`config.mk`:
```
export PLATFORM = sky130hd
export DESIGN_NAME = wb_port_arbiter
export DESIGN_NICKNAME = d
export VERILOG_FILES = /design/src/rtl/wb_port_arbiter.sv
export SDC_FILE = /design/constraint.sdc
export NUM_CORES = 1
export LEC_CHECK = 0
export BUFFER_PORTS_ARGS = -buffer_cell sky130_fd_sc_hd__buf_4
export CORE_AREA = 2 2 113 159
export CTS_CLUSTER_DIAMETER = 80
export DETAILED_ROUTE_END_ITERATION = 6
export DIE_AREA = 0 0 115 161
export PLACE_DENSITY = 0.66
export SLEW_MARGIN = 25
export SYNTH_ARGS = -nofsm -noshare
export SYNTH_HDL_FRONTEND = slang
export SYNTH_SLANG_ARGS = --single-unit
```
`constraint.sdc`:
```
create_clock -name clk -period 2.3 [get_ports clk]
set_input_delay 0.115 -clock clk [delete_from_list [all_inputs] [get_ports clk]]
set_output_delay 0.115 -clock clk [all_outputs]
set_load 0.005 [all_outputs]
```
`src/rtl/wb_port_arbiter.sv`:
```
// Merges dual-issue writeback and a 2-entry buffer of long-latency results onto
// the two register-file write ports; raises stall_o when a buffered result starves.
module wb_port_arbiter #(
   parameter int DATA_W     = 32,
   parameter int WAIT_LIMIT = 8
) (
   input  logic              clk,
   input  logic              rst,
   input  logic              pri_we_i,
   input  logic [4:0]        pri_waddr_i,
   input  logic [DATA_W-1:0] pri_wdata_i,
   input  logic              sec_we_i,
   input  logic [4:0]        sec_waddr_i,
   input  logic [DATA_W-1:0] sec_wdata_i,
   input  logic              late_valid_i,
   input  logic [4:0]        late_waddr_i,
   input  logic [DATA_W-1:0] late_wdata_i,
   output logic              late_ready_o,
   output logic              rf_we0_o,
   output logic [4:0]        rf_waddr0_o,
   output logic [DATA_W-1:0] rf_wdata0_o,
   output logic              rf_we1_o,
   output logic [4:0]        rf_waddr1_o,
   output logic [DATA_W-1:0] rf_wdata1_o,
   output logic [1:0]        late_commit_o,
   output logic              stall_o
);

   // slot 0 is always the head; slot 1 is only valid when slot 0 is valid
   logic [1:0]        v_q, k_q;
   logic [4:0]        a_q [2];
   logic [DATA_W-1:0] d_q [2];
   logic [3:0]        cnt_q;
   logic              stall_q;

   logic              pri_eff, sec_eff, pri_sup, p0_busy, p1_busy, enq;
   logic [1:0]        kill_now;
   logic [1:0]        h_port, s_port;
   logic              pop0, pop1;

   logic [1:0]        v_n, k_n;
   logic [4:0]        a_n [2];
   logic [DATA_W-1:0] d_n [2];
   logic [3:0]        cnt_d;
   logic              stall_d;

   assign pri_eff      = pri_we_i && (pri_waddr_i != 5'd0);
   assign sec_eff      = sec_we_i && (sec_waddr_i != 5'd0);
   assign pri_sup      = pri_eff && sec_eff && (pri_waddr_i == sec_waddr_i);
   assign p0_busy      = pri_eff && !pri_sup;
   assign p1_busy      = sec_eff;
   assign late_ready_o = !(v_q[0] && v_q[1]);
   assign enq          = late_valid_i && late_ready_o;

   always_comb begin
      for (int i = 0; i < 2; i++) begin
         kill_now[i] = v_q[i] && (k_q[i] ||
                       (pri_eff && (pri_waddr_i == a_q[i])) ||
                       (sec_eff && (sec_waddr_i == a_q[i])) ||
                       (enq && (late_waddr_i == a_q[i])));
      end
   end

   // in-order allocation: the second entry may only leave if the head leaves
   always_comb begin
      h_port = 2'b00;
      s_port = 2'b00;
      pop0   = 1'b0;
      pop1   = 1'b0;
      if (v_q[0]) begin
         if (kill_now[0]) begin
            pop0 = 1'b1;
         end else if (!p0_busy) begin
            h_port = 2'b01;
            pop0   = 1'b1;
         end else if (!p1_busy) begin
            h_port = 2'b10;
            pop0   = 1'b1;
         end
      end
      if (pop0 && v_q[1]) begin
         if (kill_now[1]) begin
            pop1 = 1'b1;
         end else if (!p0_busy && !h_port[0]) begin
            s_port = 2'b01;
            pop1   = 1'b1;
         end else if (!p1_busy && !h_port[1]) begin
            s_port = 2'b10;
            pop1   = 1'b1;
         end
      end
   end

   always_comb begin
      rf_we0_o    = 1'b0;
      rf_waddr0_o = '0;
      rf_wdata0_o = '0;
      rf_we1_o    = 1'b0;
      rf_waddr1_o = '0;
      rf_wdata1_o = '0;
      late_commit_o = 2'b00;
      if (rst) begin
         late_commit_o = h_port | s_port;
         if (p0_busy) begin
            rf_we0_o = 1'b1; rf_waddr0_o = pri_waddr_i; rf_wdata0_o = pri_wdata_i;
         end else if (h_port[0]) begin
            rf_we0_o = 1'b1; rf_waddr0_o = a_q[0]; rf_wdata0_o = d_q[0];
         end else if (s_port[0]) begin
            rf_we0_o = 1'b1; rf_waddr0_o = a_q[1]; rf_wdata0_o = d_q[1];
         end
         if (p1_busy) begin
            rf_we1_o = 1'b1; rf_waddr1_o = sec_waddr_i; rf_wdata1_o = sec_wdata_i;
         end else if (h_port[1]) begin
            rf_we1_o = 1'b1; rf_waddr1_o = a_q[0]; rf_wdata1_o = d_q[0];
         end else if (s_port[1]) begin
            rf_we1_o = 1'b1; rf_waddr1_o = a_q[1]; rf_wdata1_o = d_q[1];
         end
      end
   end

   always_comb begin
      v_n = v_q;
      k_n = kill_now;
      a_n = a_q;
      d_n = d_q;
      if (pop0 && pop1) begin
         v_n = 2'b00;
      end else if (pop0) begin
         v_n    = {1'b0, v_q[1]};
         k_n    = {1'b0, kill_now[1]};
         a_n[0] = a_q[1];
         d_n[0] = d_q[1];
      end
      // a zero-destination result is accepted but never stored
      if (enq && (late_waddr_i != 5'd0)) begin
         if (!v_n[0]) begin
            v_n[0] = 1'b1; k_n[0] = 1'b0; a_n[0] = late_waddr_i; d_n[0] = late_wdata_i;
         end else begin
            v_n[1] = 1'b1; k_n[1] = 1'b0; a_n[1] = late_waddr_i; d_n[1] = late_wdata_i;
         end
      end
      if (!v_q[0] || pop0) begin
         cnt_d   = 4'd0;
         stall_d = 1'b0;
      end else begin
         cnt_d   = (cnt_q == 4'd15) ? 4'd15 : cnt_q + 4'd1;
         stall_d = stall_q || (cnt_q >= 4'(WAIT_LIMIT));
      end
   end

   always_ff @(posedge clk or negedge rst) begin
      if (!rst) begin
         v_q     <= 2'b00;
         k_q     <= 2'b00;
         a_q[0]  <= '0;
         a_q[1]  <= '0;
         d_q[0]  <= '0;
         d_q[1]  <= '0;
         cnt_q   <= 4'd0;
         stall_q <= 1'b0;
      end else begin
         v_q     <= v_n;
         k_q     <= k_n;
         a_q[0]  <= a_n[0];
         a_q[1]  <= a_n[1];
         d_q[0]  <= d_n[0];
         d_q[1]  <= d_n[1];
         cnt_q   <= cnt_d;
         stall_q <= stall_d;
      end
   end

   assign stall_o = stall_q;

endmodule

```
==> results.sh <==
export IMPL_outcome="finished with violations"
export IMPL_die_footprint_um2=18500
export IMPL_worst_setup_hold_path_clk_slew_ns=0.06
export IMPL_yosys_cell_count_top_type="o21ai_0"
export IMPL_final_fill_count=1319
export IMPL_yosys_top_cells_area="dfrtp_1 35%, o21ai_0 8.5%, a31oi_1 7.8%"
export IMPL_postSynthCellCount=680
export IMPL_synth_seq_area_share=0.352
export IMPL_floorplan_core_area_um2=17100
export IMPL_synth_top_cells_by_count="100 x o21ai_0, 83 x dfrtp_1, 74 x a31oi_1, 52 x nand2_1, 44 x clkbuf_1"
export IMPL_multi_input_gate_area_in_the_final_layout_um2=4590
export IMPL_worstPathBufferInverterCount=5
export IMPL_report_final_setup_viol=155
export IMPL_critical_path_slowest_stage_cell="dfrtp_2"
export IMPL_synth_compound_area_share=0.319
export IMPL_crit_top_cell="buf_6"
export IMPL_post_place_ws_ns=-0.439
export IMPL_placement_rows=57
export IMPL_route_vias_total=7467
export IMPL_die_h_um=161
export IMPL_synth_top_family_by_area="compound AO/OA/AOI/OAI gates"
export IMPL_timing_critical_path_required_ns=2.18
export IMPL_worstSetupPathType="reg2out"
export IMPL_clock_skew_final_ns=0.00782
export IMPL_yosys_area_share_xor_xnor=0.0520
export IMPL_post_route_cell_area_um2=10900
export IMPL_period_minus_slack_ns=3.09
export IMPL_power_per_cell_area_nw_per_um2=764
export IMPL_synth_edff_count=0
export IMPL_post_dp_cell_area_um2=8560
export IMPL_tightestPinTransition_ns=0.543
export IMPL_grt_overflow_total=0
export IMPL_layout_area_overhead_vs_synth_pct=84.0
export IMPL_post_route_cells_drive_above_1_share=0.582
export IMPL_synth_largest_area_cell="dfrtp_1"
export IMPL_floorplan_initialDensity=0.345
export IMPL_synth_ff_latch_count=83
export IMPL_synth_distinct_cells=49
export IMPL_asr_flop_ratio_synth=1.00
export IMPL_final_max_slew_violation_count=0
export IMPL_seqCellArea_um2=2090
export IMPL_path_max_fanout=7
export IMPL_hold_violations=0
export IMPL_post_synth_top_area_fraction=0.352
export IMPL_leakagePower_uw=0.00447
export IMPL_insertedDiodeCount=0
export IMPL_cp_startpoint="a_q[3]"
export IMPL_r2r_start="a_q[6]"
export IMPL_tritoncts_num_buffers=9
export IMPL_synth_mux_area_frac=0.0725
export IMPL_gpl_wtd_cong=0.896
export IMPL_detail_route_antenna_nets=0
export IMPL_io_pins=196
export IMPL_clock_root_buffer="clkbuf_16"
export IMPL_place_port_buffers=195
export IMPL_drcViolationCount=1
export IMPL_grt_pass1_vias=7039
export IMPL_finalCritPeriodShare=1.34
export IMPL_power_uw=8290
export IMPL_drt_iter0_markers=781
export IMPL_grt_use_total=0.272
export IMPL_via_per_inst=6.27
export IMPL_route_detailed_wl_per_inst_um=24.7
export IMPL_fin_ws_ns=-0.786
export IMPL_timing_critical_path_max_delay_family="compound AO/OA/AOI/OAI gates"
export IMPL_cts_sink_count=83
export IMPL_wire_length_of_the_first_global_routing_pass_um=39300
export IMPL_clock_tree_from_tritoncts="yes"
export IMPL_ys_flop_type="dfrtp_1"
export IMPL_violated_checks="DRC, setup timing"
export IMPL_max_stage_delay_ns=0.48
export IMPL_fin_util=0.634
export IMPL_yosysWarningCount=0
export IMPL_cts_root_to_sink_buffers=2
export IMPL_post_route_wl_um=29300
export IMPL_cp_end_kind="output pin"
export IMPL_worstHoldStart="late_wdata_i[5]"
export IMPL_netlist_area_um2=5900
export IMPL_post_synth_fa_ha_maj_area_fraction=0.00424
export IMPL_die_x_um=115
export IMPL_hold_path_class="in2reg"
export IMPL_headroom_to_the_max_slew_limit=0.635
export IMPL_largest_net_degree_at_the_start_of_global_routing=88
export IMPL_post_synth_and_or_nand_nor_area_fraction=0.132
export IMPL_fmaxAchievable_mhz=324
export IMPL_setup_repair_after_global_routing_missed_its_margin="true"
export IMPL_sort_of_element_at_the_start_of_the_critical_path="flop"
export IMPL_worstSkewPairLatency_ns=0.34
export IMPL_dp_final_hpwl_um=16600
export IMPL_cap_violations=0
export IMPL_final_net_count=1098
export IMPL_avgSynthCellArea_um2=8.68
export IMPL_crit_chain="buf_6 -> xnor2_1 -> nand4_1 -> nor3_2 -> a221o_1 -> buf_6 -> a2111oi_4 -> buf_6 -> buf_8 -> nand2_4 -> a221oi_2 -> buf_4"
export IMPL_worstPathArrival_ns=2.97
export IMPL_ctsHtreeMaxLevel=3
export IMPL_vdd_drop_max_mv=0.427
export IMPL_syn_nets=798
export IMPL_firstDrtPassIters=7
export IMPL_antenna_found_initial=0
-- logic make-up after synthesis --
group           count (synthesis)
compound gates                275
mux                            38
xor+xnor                       35
simple gates                  160
flops                          83
buf+inv                        87
fa+ha+maj                       2
-- layout make-up --
cell class | instances | area share
repair buffers | 371 | 0.332
multi-input cells | 510 | 0.423
well taps | 206 | 0.0237
flip-flops and latches | 83 | 0.192
clock buffers | 13 | 0.0240
clock inverters | 2 | 0.00323
inverters | 5 | 0.00173
-- cell usage in the layout (no fill, tap or decap), drive strengths merged, types with 2 or more instances in the layout --
master,count
nor4,3
clkbuf,21
a41oi,2
buf,362
a31oi,76
o211a,2
nand3,5
xnor2,18
o21ai,102
a222oi,15
a221oi,18
nand4b,4
o21a,3
nand4,34
dfrtp,83
ha,2
nor2,42
o31ai,2
a21oi,10
xor2,17
a2bb2oi,37
o31a,2
and3,2
mux2,38
clkinv,2
nor3,9
a21o,2
nand2,53
inv,4
or4,3
-- registers in the layout, summed over array words and instances, names as in the netlist --
| signal | cells |
|---|---|
| a_q | 10 |
| d_q | 64 |
| k_q | 2 |
| cnt_q | 4 |
| stall_o | 1 |
| v_q | 2 |
-- worst paths after layout --
kind                       depth (start not counted)              to  slack [ns]
max                                               12  rf_waddr1_o[4]       -0.79
min                                                2          d_q[5]        0.01
max reg2reg                                       14         d_q[58]       -0.52
min reg2reg                                        2         stall_o        0.50
max in group asynchronous                          4         d_q[57]        1.18
min in group asynchronous                          3          d_q[8]        0.33
-- layer usage --
layer  up-vias  wire length, µm  GRT usage
met4         0             1620      0.126
met1      3674            10600      0.325
li1       3235                -          -
met3       115             1950     0.0304
met2       443            15200      0.482
met5         -                0          0
-- worst register-to-register path: stages (launching register included) --
cell       delay [ns]
dfrtp_1          0.41
buf_6            0.14
xor2_2           0.14
nor3_2           0.27
a41oi_4          0.18
buf_6            0.16
buf_6            0.11
a41oi_4          0.29
buf_6            0.16
buf_6            0.11
o31a_1           0.18
buf_6            0.17
buf_12           0.16
o21ai_2          0.07
a2bb2oi_1        0.19
-- what timing repair did --
item / in CTS / in global routing
pin swaps: 46 / 111
cloned: 15 / 10
hold endpoints to repair: 27 / 0
setup buffers: 27 / 24
endpoints found under the setup margin: 154 / 155
gates resized for setup: 126 / 158
hold buffers: 1 / 0
-- metrics by stage --
stage,hold WS [ns],setup TNS [ns],std cells
after global routing,0.00830,-91.18,1190
after floorplan,-0.181,-11.18,680
after global placement,0.149,-43.25,1108
final,0.0149,-80.47,1190
after detailed placement,0.153,-46.15,1108
after CTS,0.00600,-69.49,1165
-- power by group --
part,total (µW),switching (µW),internal (µW)
Sequential,2680,747,1940
Clock,1490,598,895
Combinational,4110,1890,2220
(Power assumes the default switching activity.)
